File: src/rtl/mem_arbiter.sv
// Arbitrates one shared RAM port between instruction fetch and data access, with per-access timeout and sticky bus error.
// Optional MEM_ARB_RR_EN replaces fixed data priority with round-robin arbitration on contention.
module mem_arbiter #(
  parameter int ADDR_W  = 32,
  parameter int DATA_W  = 32,
  parameter int TIMEOUT = 255
) (
  input  logic              CLK,
  input  logic              RST,
  input  logic              iREN,
  input  logic [ADDR_W-1:0] iaddr,
  output logic [DATA_W-1:0] iload,
  output logic              ihit,
  input  logic              dREN,
  input  logic              dWEN,
  input  logic [ADDR_W-1:0] daddr,
  input  logic [DATA_W-1:0] dstore,
  output logic [DATA_W-1:0] dload,
  output logic              dhit,
  output logic              ramREN,
  output logic              ramWEN,
  output logic [ADDR_W-1:0] ramaddr,
  output logic [DATA_W-1:0] ramstore,
  input  logic [DATA_W-1:0] ramload,
  input  logic              ram_ready,
  output logic              bus_err
);

  localparam int CW = $clog2(TIMEOUT + 1);
  localparam logic [CW-1:0] TMAX = CW'(TIMEOUT);

  typedef enum logic [1:0] {IDLE, WAIT, RESP} state_t;
  typedef enum logic {OWN_D, OWN_I} owner_t;

  state_t            state, state_nxt;
  owner_t            owner, owner_nxt;
  logic [CW-1:0]     cnt, cnt_nxt, cnt_inc;
  logic [DATA_W-1:0] iload_nxt, dload_nxt, ramstore_nxt;
  logic [ADDR_W-1:0] ramaddr_nxt;
  logic              ihit_nxt, dhit_nxt, ramREN_nxt, ramWEN_nxt, bus_err_nxt;
  logic              d_req, grant_d, grant_i;
`ifdef MEM_ARB_RR_EN
  owner_t            last, last_nxt;
`endif

  always_comb begin
    state_nxt    = state;
    owner_nxt    = owner;
    cnt_nxt      = cnt;
    cnt_inc      = cnt + CW'(1);
    iload_nxt    = iload;
    dload_nxt    = dload;
    ramstore_nxt = ramstore;
    ramaddr_nxt  = ramaddr;
    ramREN_nxt   = ramREN;
    ramWEN_nxt   = ramWEN;
    bus_err_nxt  = bus_err;
    ihit_nxt     = 1'b0;
    dhit_nxt     = 1'b0;
    d_req        = dREN | dWEN;
`ifdef MEM_ARB_RR_EN
    last_nxt     = last;
    // On contention the requester that did not own the bus last wins.
    grant_d      = (d_req && iREN) ? (last == OWN_I) : d_req;
`else
    grant_d      = d_req;
`endif
    grant_i      = iREN & ~grant_d;

    case (state)
      IDLE: begin
        if (grant_d) begin
          owner_nxt    = OWN_D;
          ramaddr_nxt  = daddr;
          ramWEN_nxt   = dWEN;
          ramREN_nxt   = ~dWEN;
          ramstore_nxt = dWEN ? dstore : '0;
          cnt_nxt      = '0;
          state_nxt    = WAIT;
`ifdef MEM_ARB_RR_EN
          last_nxt     = OWN_D;
`endif
        end else if (grant_i) begin
          owner_nxt    = OWN_I;
          ramaddr_nxt  = iaddr;
          ramREN_nxt   = 1'b1;
          ramWEN_nxt   = 1'b0;
          ramstore_nxt = '0;
          cnt_nxt      = '0;
          state_nxt    = WAIT;
`ifdef MEM_ARB_RR_EN
          last_nxt     = OWN_I;
`endif
        end
      end
      WAIT: begin
        if (ram_ready || cnt_inc == TMAX) begin
          if (owner == OWN_I) begin
            iload_nxt = ram_ready ? ramload : '0;
            ihit_nxt  = 1'b1;
          end else begin
            if (!ram_ready) dload_nxt = '0;
            else if (!ramWEN) dload_nxt = ramload;
            dhit_nxt = 1'b1;
          end
          if (!ram_ready) bus_err_nxt = 1'b1;
          ramREN_nxt = 1'b0;
          ramWEN_nxt = 1'b0;
          cnt_nxt    = '0;
          state_nxt  = RESP;
        end else begin
          cnt_nxt = cnt_inc;
        end
      end
      RESP: state_nxt = IDLE;
      default: state_nxt = IDLE;
    endcase
  end

  always_ff @(posedge CLK) begin
    if (RST) begin
      state    <= IDLE;
      owner    <= OWN_D;
      cnt      <= '0;
      iload    <= '0;
      dload    <= '0;
      ihit     <= 1'b0;
      dhit     <= 1'b0;
      ramREN   <= 1'b0;
      ramWEN   <= 1'b0;
      ramaddr  <= '0;
      ramstore <= '0;
      bus_err  <= 1'b0;
`ifdef MEM_ARB_RR_EN
      last     <= OWN_I;
`endif
    end else begin
      state    <= state_nxt;
      owner    <= owner_nxt;
      cnt      <= cnt_nxt;
      iload    <= iload_nxt;
      dload    <= dload_nxt;
      ihit     <= ihit_nxt;
      dhit     <= dhit_nxt;
      ramREN   <= ramREN_nxt;
      ramWEN   <= ramWEN_nxt;
      ramaddr  <= ramaddr_nxt;
      ramstore <= ramstore_nxt;
      bus_err  <= bus_err_nxt;
`ifdef MEM_ARB_RR_EN
      last     <= last_nxt;
`endif
    end
  end

endmodule

File: config.mk
export PLATFORM = sky130hd
export DESIGN_NAME = mem_arbiter
export DESIGN_NICKNAME = d
export VERILOG_FILES = /design/src/rtl/mem_arbiter.sv
export SDC_FILE = /design/constraint.sdc
export NUM_CORES = 1
export LEC_CHECK = 0
export BUFFER_PORTS_ARGS = -buffer_cell sky130_fd_sc_hd__buf_2
export CORE_MARGIN = 5
export CORE_UTILIZATION = 25
export CTS_BUF_LIST = sky130_fd_sc_hd__clkbuf_4 sky130_fd_sc_hd__clkbuf_8
export CTS_CLUSTER_SIZE = 16
export DETAILED_ROUTE_END_ITERATION = 8
export PLACE_DENSITY = 0.5
export SYNTH_ARGS = -nofsm -noshare
export SYNTH_HDL_FRONTEND = slang
export SYNTH_SLANG_ARGS = --single-unit
File: constraint.sdc
create_clock -name CLK -period 2.1 [get_ports CLK]
set_input_delay 0.42 -clock CLK [delete_from_list [all_inputs] [get_ports CLK]]
set_output_delay 0.42 -clock CLK [all_outputs]
set_load 0.02 [all_outputs]
# ---- Word-level counts from Yosys, hierarchy flattened
# Cells that the tools add are included.
dict set report classes {
  n_addsub 1
  eq_ne 5
  muxes 26
  bitwise_logic 8
  reduce_logical 12
}
# operator n
set ops {}
lappend ops {{32-bit 2-to-1 mux} 8}
lappend ops {{8-bit 2-to-1 mux} 3}
lappend ops {{8-bit case mux with 2 select lines} 1}
lappend ops {{3-bit AND reduction} 3}
lappend ops {{8-bit by 1-bit adder with 8-bit output (second input constant)} 1}
lappend ops {{8-bit == test (second input constant)} 1}
lappend ops {{1-bit 2-to-1 mux} 8}
lappend ops {{2-bit 2-to-1 mux} 3}
lappend ops {{1-bit inverter} 6}
lappend ops {{2-bit AND reduction} 3}
lappend ops {{2-bit inequality test (second input constant)} 2}
lappend ops {{1-bit case mux with 2 select lines} 2}
lappend ops {{2-bit case mux with 2 select lines} 1}
lappend ops {{4-bit AND reduction} 1}
lappend ops {{2-bit nonzero test} 2}
lappend ops {{3-bit inequality test (second input constant)} 1}
lappend ops {{3-bit OR reduction} 1}
lappend ops {{2-bit by 1-bit == test with 1-bit output (second input constant)} 1}
lappend ops {{2-bit logical NOT} 1}
lappend ops {{1-bit AND} 1}
lappend ops {{1-bit logical OR} 1}
lappend ops {{1-bit OR} 1}
dict set report totals {
  register_bits 144
  input_bits 134
  out_inout_bits 133
  wordCells 64
}

# ---- Logic depth before layout (Yosys ltp)
# Gate-level depths: netlist of the first run.
dict set report depth {
  depth_word 6
  ltp_mapped 9
  depth_no_buf 7
}

# ---- Worst setup path after synthesis of the first run
# Ideal clock, no wire load.
dict set report synth_path {
  path_type {register -> register}
  from {reg cnt[0]}
  to {reg iload[10]}
  setup_ns 0.088
  t_arrival_ns 1.712
  required_time_ns 2.012
  setup_slack_ns 0.299
  stages_incl_launch_ff 9
  path_buffers 2
  synth_period_minus_slack_ns 1.801
  path_cell_list {dfxtp_1 ha_1 nand3_2 o21a_1 o211ai_2 nand2b_1 buf_4 buf_6 a311oi_2}
}
dict set report synth_between {
  elab_chain_cells 4
}
# element line_no
set synth_lines {}
lappend synth_lines {{from (decl)} 37} ;# logic [CW-1:0] cnt, cnt_nxt, cnt_inc;
lappend synth_lines {{from (signal assigned)} 140} ;# cnt <= cnt_nxt;
lappend synth_lines {{8-bit by 1-bit adder with 8-bit output} 50} ;# cnt_inc = cnt + CW'(1);
lappend synth_lines {{8-bit == test} 97} ;# if (ram_ready || cnt_inc == TMAX) begin
lappend synth_lines {{1-bit logical OR} 97}
lappend synth_lines {{3-bit AND reduction (no source line)} n/a}
lappend synth_lines {{to (signal assigned)} 141} ;# iload <= iload_nxt;
lappend synth_lines {{to (decl)} 12} ;# output logic [DATA_W-1:0] iload,
# Every way passes these cells.
# A chain may end at the register's enable or synchronous reset.

# ---- Final worst setup path of the first run
dict set report layout_path {
  from {reg cnt[0]}
  to {reg iload[31]}
}
# The elaborated chain is that of the path after synthesis.

==> impl_metrics.toml, run 1 <==
[clocking]
cts_max_level = 4
cts_resized = 0
clock-sinks = 144
cts_root_buffer = "clkbuf_8"
clk_path_buf_depth = 2
clk_pin_slew_ns = 0.09
post_cts_buffers = 0
clk-insertion-delay-late_ns = 0.45
tritoncts = "done"
cts_buffers = 17
hold_buffers = 0

[timing]
setup_slack_ns = 0.171
hold_viol = 0
relSlewSlack = 0.415
setup_viol = 0
max_freq_ghz = 0.518
finClkSkew_ns = 0.0128
drv_slew = 0
rsz0062_at_grt = "true"
fin_crit_sh = 0.919
period_needed_ns = 1.93
fin_tns_setup_ns = 0
tightestPinTransition_ns = 0.873

[routing]
viasPerCell = 4.87
totalWireLength_um = 21600
drc_errors = 0
drt_iter0_markers = 414
first_pass_iters = 4
vias = 6146
post_drt_wl_per_cell_um = 17.1
ant_nets = 0

[die]
ios = 267
dieHeight_um = 166
die_area_um2 = 27500
core_um2 = 24100
die_w_um = 166
initial_core_util = 0.252
rows = 57

[critical_path]
cp_max_fo = 27
start_kind = "register"
required_ns = 2.45
critical-path-slowest-cell = "dfxtp_1"
critical_path.endpoint_type = "register"
arrival_ns = 2.28
critical_path_class = "reg -> reg"
crit_chain = "ha_2 > nand3_2 > o21a_1 > o211ai_2 > nand2b_2 > buf_12 > a311oi_1"
max_stage_delay_ns = 0.42

[logic_synthesis]
synth_cells = 686
avgSynthCellArea_um2 = 8.86
synth_top_area_share = 0.475
synth_fa_ha_area_frac = 0.00412
synth_top_family_by_area = "compound AO/OA/AOI/OAI gates"
synth_compound_area_frac = 0.309
synthDistinctLibCells = 43
synth-xor-area-share = 0.00433
synth.area.top_cells = "dfxtp_1 (47%), a311oi_2 (6.7%), a311oi_1 (5.5%), o21ai_0 (5.0%), a32oi_1 (4.8%)"
yosys.area.top_type = "dfxtp_1"
post_synth_mux_area_share = 0.00330
synthSimpleGateAreaFrac = 0.149
ys_seq_area_frac = 0.475
netlist_area_um2 = 6070
synth_seq_cells = 144
syn_nets = 822
yosysWarnings = 0

[placed_design]
io_buffers = 266
hpwlAfterDp_um = 14900
place_congestion = 0.779
dpl_cell_area_um2 = 7840
dp_slack_ns = 0.0977

[power]
powerDensity_nw_per_um2 = 770
p_leak_nw = 3.38
totalPowerFinal_w = 0.00633
vdd_drop_max_uv = 289

[final_layout]
finalInstanceArea_um2 = 8210
fillerInstances = 2572
multi_input_area_um2 = 2900
regArea_um2 = 2880
area_growth_pct = 35.2
drive_gt1_frac = 0.389
final_nets = 1060

[global_route]
met2_usage = 0.244
grtUsageMet3 = 0.0459
grt_pass1_wl_um = 34200
antenna_found_initial = 1
grt_pass1_vias = 5855
grt_overflow = 0
grt_max_degree = 73
busiest_layer = "met2"
grt_usage = 0.151
grtUsageMet1 = 0.195

[flow_run]
drv_cap = 0

[outcome]
status = "finished, final reports clean"

[hold_path]
hold_path.class = "in -> reg"
## cells in the final DEF, fill, tap and decap left out, types with 2 or more instances in the layout
cell,Yosys,layout
nand2_1,75,75
a21oi_1,40,40
a311oi_1,38,38
nor3b_1,2,2
a311oi_2,27,27
o21ai_1,4,4
and3_1,3,2
o211ai_1,2,2
nor2_2,0,2
clkinvlp_4,0,3
inv_1,4,4
xnor2_1,2,2
nand3_1,38,38
clkinv_4,0,4
a32oi_1,33,33
a211oi_1,2,2
nand4_1,2,2
clkinv_2,0,4
nand2b_1,4,3
nor3_1,6,6
buf_2,7,265
buf_4,1,19
a41oi_1,2,2
mux2i_1,2,2
dfxtp_1,144,144
nor2_1,72,70
a22oi_1,31,31
buf_12,0,9
clkbuf_8,0,17
o21ai_0,61,61
## report_power, final
part / switching, W / leakage [nW] / internal (W)
sequential: 0.000110 / 1.18 / 0.00291
clock: 0.00113 / 0.178 / 0.000942
combinational: 0.000793 / 2.02 / 0.000438
## worst max-delay path: cells and delay by family, from the launching register on
family | cells | cell delay [ns]
AO/OA/AOI/OAI | 3 | 0.72
adder cells (fa/ha/maj) | 1 | 0.26
buffers and inverters | 1 | 0.19
flip-flops | 1 | 0.42
AND/OR/NAND/NOR | 2 | 0.24
## routing by layer
metal	vias up	routed length [um]
met3	17	1220
li1	3026	-
met2	171	10400
met4	0	351
met1	2932	9650
met5	-	0
## per-stage QoR
stage | util | hold WS, ns | std cells
after floorplan | - | 0.439 | 686
after global placement | 0.325 | 0.434 | 1228
after detailed placement | 0.325 | 0.436 | 1228
after CTS | 0.340 | 0.166 | 1259
after global routing | 0.341 | 0.166 | 1261
final | 0.341 | 0.199 | 1261
## Yosys cell counts, drive strengths merged
| master | number |
|---|---|
| a41oi | 2 |
| nand4 | 2 |
| mux2i | 2 |
| nand2 | 75 |
| a21o | 1 |
| a311oi | 65 |
| a21oi | 40 |
| clkbuf | 59 |
| nand4b | 1 |
| nor2b | 1 |
| and2b | 1 |
| xor2 | 1 |
| nor2 | 72 |
| or3 | 1 |
| nor3 | 7 |
| nor3b | 2 |
| o21a | 1 |
| o211ai | 3 |
| and3 | 3 |
| buf | 16 |
| dfxtp | 144 |
| nand2b | 4 |
| inv | 5 |
| a22oi | 31 |
| o21ai | 65 |
| xnor2 | 2 |
| o31ai | 1 |
| o31a | 1 |
| a32oi | 33 |
| a211oi | 2 |
| nand3 | 39 |
| ha | 2 |
| and2 | 2 |
## area by class of cell
cell class | count | share of cell area
Clock buffer | 18 | 0.0294
Antenna cell | 1 | 0.000305
Timing Repair Buffer | 293 | 0.201
Sequential cell | 144 | 0.351
Multi-Input combinational cell | 463 | 0.353
Inverter | 5 | 0.00229
Tap cell | 324 | 0.0494
Clock inverter | 13 | 0.0142
## state kept, by name (all words and copies together), names as in the netlist
register / flops
state: 2
bus_err: 1
ramWEN: 1
iload: 32
cnt: 8
ihit: 1
dload: 32
ramREN: 1
ramstore: 32
ramaddr: 32
owner: 1
dhit: 1
## path summary, 6_finish.rpt
path                            cells past startpoint  slack [ns]                 start                        end
worst max-delay path                                7        0.17   cnt[0]$_SDFFE_PP0P_     iload[31]$_SDFFE_PP0P_
worst min-delay path                                3        0.20            dstore[11]  ramstore[11]$_SDFFE_PP0P_
worst max register to register                      7        0.17   cnt[0]$_SDFFE_PP0P_     iload[31]$_SDFFE_PP0P_
worst min register to register                      2        0.45  bus_err$_SDFFE_PP0P_       bus_err$_SDFFE_PP0P_
## logic make-up after synthesis
| group | count (synthesis) |
|---|---|
| simple gates | 210 |
| mux | 2 |
| fa+ha+maj | 2 |
| compound gates | 245 |
| flops | 144 |
| buf+inv | 80 |
| xor+xnor | 3 |
Note: power is estimated with default switching activity, not from simulation.
==> inputs of run 2 (changes only) <==
Settings changed: MAX_ROUTING_LAYER from default to met4.
==> run 2 against run 1 <==
  * First-iteration DRC count grew 4.1%
  * Register-to-register slack is essentially flat
  * Worst setup slack better by 0.0021 ns
  * Sequential share of layout area is the same
  * Maximum frequency rose by 0.11%
  * Die area stayed put
  * Critical endpoint unchanged
  * Highest routed layer unchanged
==> impl_metrics.toml, run 2 (same netlist as run 1, synthesis figures left out) <==
[outcome]
status = "finished, final reports clean"

[placed_design]
hpwlAfterDp_um = 14900
place_congestion = 0.790
io_buffers = 266
dp.cells = 1228

[final_layout]
multi_input_area_um2 = 2900
fillerInstances = 2572
layout_commonest_cell = "buf_2"
most-common-layout-cells = "buf_2 (265), dfxtp_1 (144), nand2_1 (75)"
area_growth_pct = 35.2
finish.cell_count_without_fillers = 1261
regArea_um2 = 2880
drive_gt1_frac = 0.389
final_nets = 1060
fin_util = 0.341

[die]
dieHeight_um = 166
die_w_um = 166
ios = 267
die_area_um2 = 27500
rows = 57
core_um2 = 24100
initial_core_util = 0.252

[global_route]
busiest_layer = "met2"
met2_usage = 0.243
grtUsageMet1 = 0.199
grt_usage = 0.156
grt_max_degree = 73
grt_pass1_wl_um = 34300
antenna_found_initial = 1
grt_overflow = 0
grt_pass1_vias = 5858
grtUsageMet3 = 0.0424

[power]
vdd_drop_max_uv = 287
powerDensity_nw_per_um2 = 770
p_leak_nw = 3.38

[clocking]
cts_root_buffer = "clkbuf_8"
cts_max_level = 4
cts_buffers = 17
tritoncts = "done"
clk-insertion-delay-late_ns = 0.45
clk_path_buf_depth = 2
hold_buffers = 0
post_cts_buffers = 0
clock-sinks = 144
clk_pin_slew_ns = 0.09

[routing]
ant_nets = 0
totalWireLength_um = 21600
post_drt_wl_per_cell_um = 17.1
vias = 6151
viasPerCell = 4.88
drt_iter0_markers = 431
drc_errors = 0
first_pass_iters = 4

[critical_path]
crit_start = "cnt[0]$_SDFFE_PP0P_"
required_ns = 2.45
rr_startpoint = "cnt[0]$_SDFFE_PP0P_"
critical_path.endpoint_type = "register"
start_kind = "register"
arrival_ns = 2.28
cp_max_fo = 27
critical_path_class = "reg -> reg"

[timing]
drv_slew = 0
period_needed_ns = 1.93
fin_tns_setup_ns = 0
relSlewSlack = 0.442
tightestPinTransition_ns = 0.832
rsz0062_at_grt = "true"
fin_crit_sh = 0.918
setup_viol = 0
max_freq_ghz = 0.519
finClkSkew_ns = 0.0138
hold_viol = 0

[hold_path]
min-delay-start = "dstore[11]"
hold_path.class = "in -> reg"

[flow_run]
drv_cap = 0
-- run 2: worst paths after layout --
check	to	slack (ns)	cells after the start
min	ramstore[11]$_SDFFE_PP0P_	0.20	3
max reg2reg	iload[31]$_SDFFE_PP0P_	0.17	7
min reg2reg	bus_err$_SDFFE_PP0P_	0.45	2
max	iload[31]$_SDFFE_PP0P_	0.17	7
-- run 2: timing repair --
action,4_1_cts,5_1_grt
setup endpoints to repair,0,10
hold endpoints to repair,0,0
gates resized for setup,0,1
-- run 2: layout make-up --
| cell class | count | share of cell area |
|---|---|---|
| repair buffers | 293 | 0.201 |
| inverters | 5 | 0.00229 |
| multi-input cells | 463 | 0.353 |
| clock inverters | 13 | 0.0142 |
| well taps | 324 | 0.0494 |
| flip-flops and latches | 144 | 0.351 |
| clock buffers | 18 | 0.0294 |
| diodes | 1 | 0.000305 |
-- run 2: layer usage --
layer / part of all wire / routed length (um)
met5: 0 / 0
met4: 0.015 / 316
met3: 0.055 / 1200
met2: 0.48 / 10300
met1: 0.45 / 9760
-- run 2: through the flow --
step | setup WS (ns) | power (W) | instance area, um^2 | hold slack (ns)
3_3_place_gp | 0.156 | 0.00432 | 7840 | 0.434
3_5_place_dp | 0.0977 | 0.00433 | 7840 | 0.436
2_1_floorplan | 0.299 | 0.00378 | 6070 | 0.439
4_1_cts | 0.133 | 0.00643 | 8200 | 0.166
6_report | 0.173 | 0.00632 | 8210 | 0.201
5_1_grt | -0.0211 | 0.00668 | 8210 | 0.166
-- run 2: where the power goes --
part / leakage [nW] / internal, W / switching, W
clock: 0.178 / 0.000943 / 0.00112
combinational: 2.02 / 0.000438 / 0.000795
sequential: 1.18 / 0.00291 / 0.000110
-- run 2: critical path: stages, from the launching register on --
cell and delay, ns:
dfxtp_1 0.42, ha_2 0.25, nand3_2 0.12, o21a_1 0.21, o211ai_2 0.24, nand2b_2 0.12
buf_12 0.19, a311oi_1 0.27
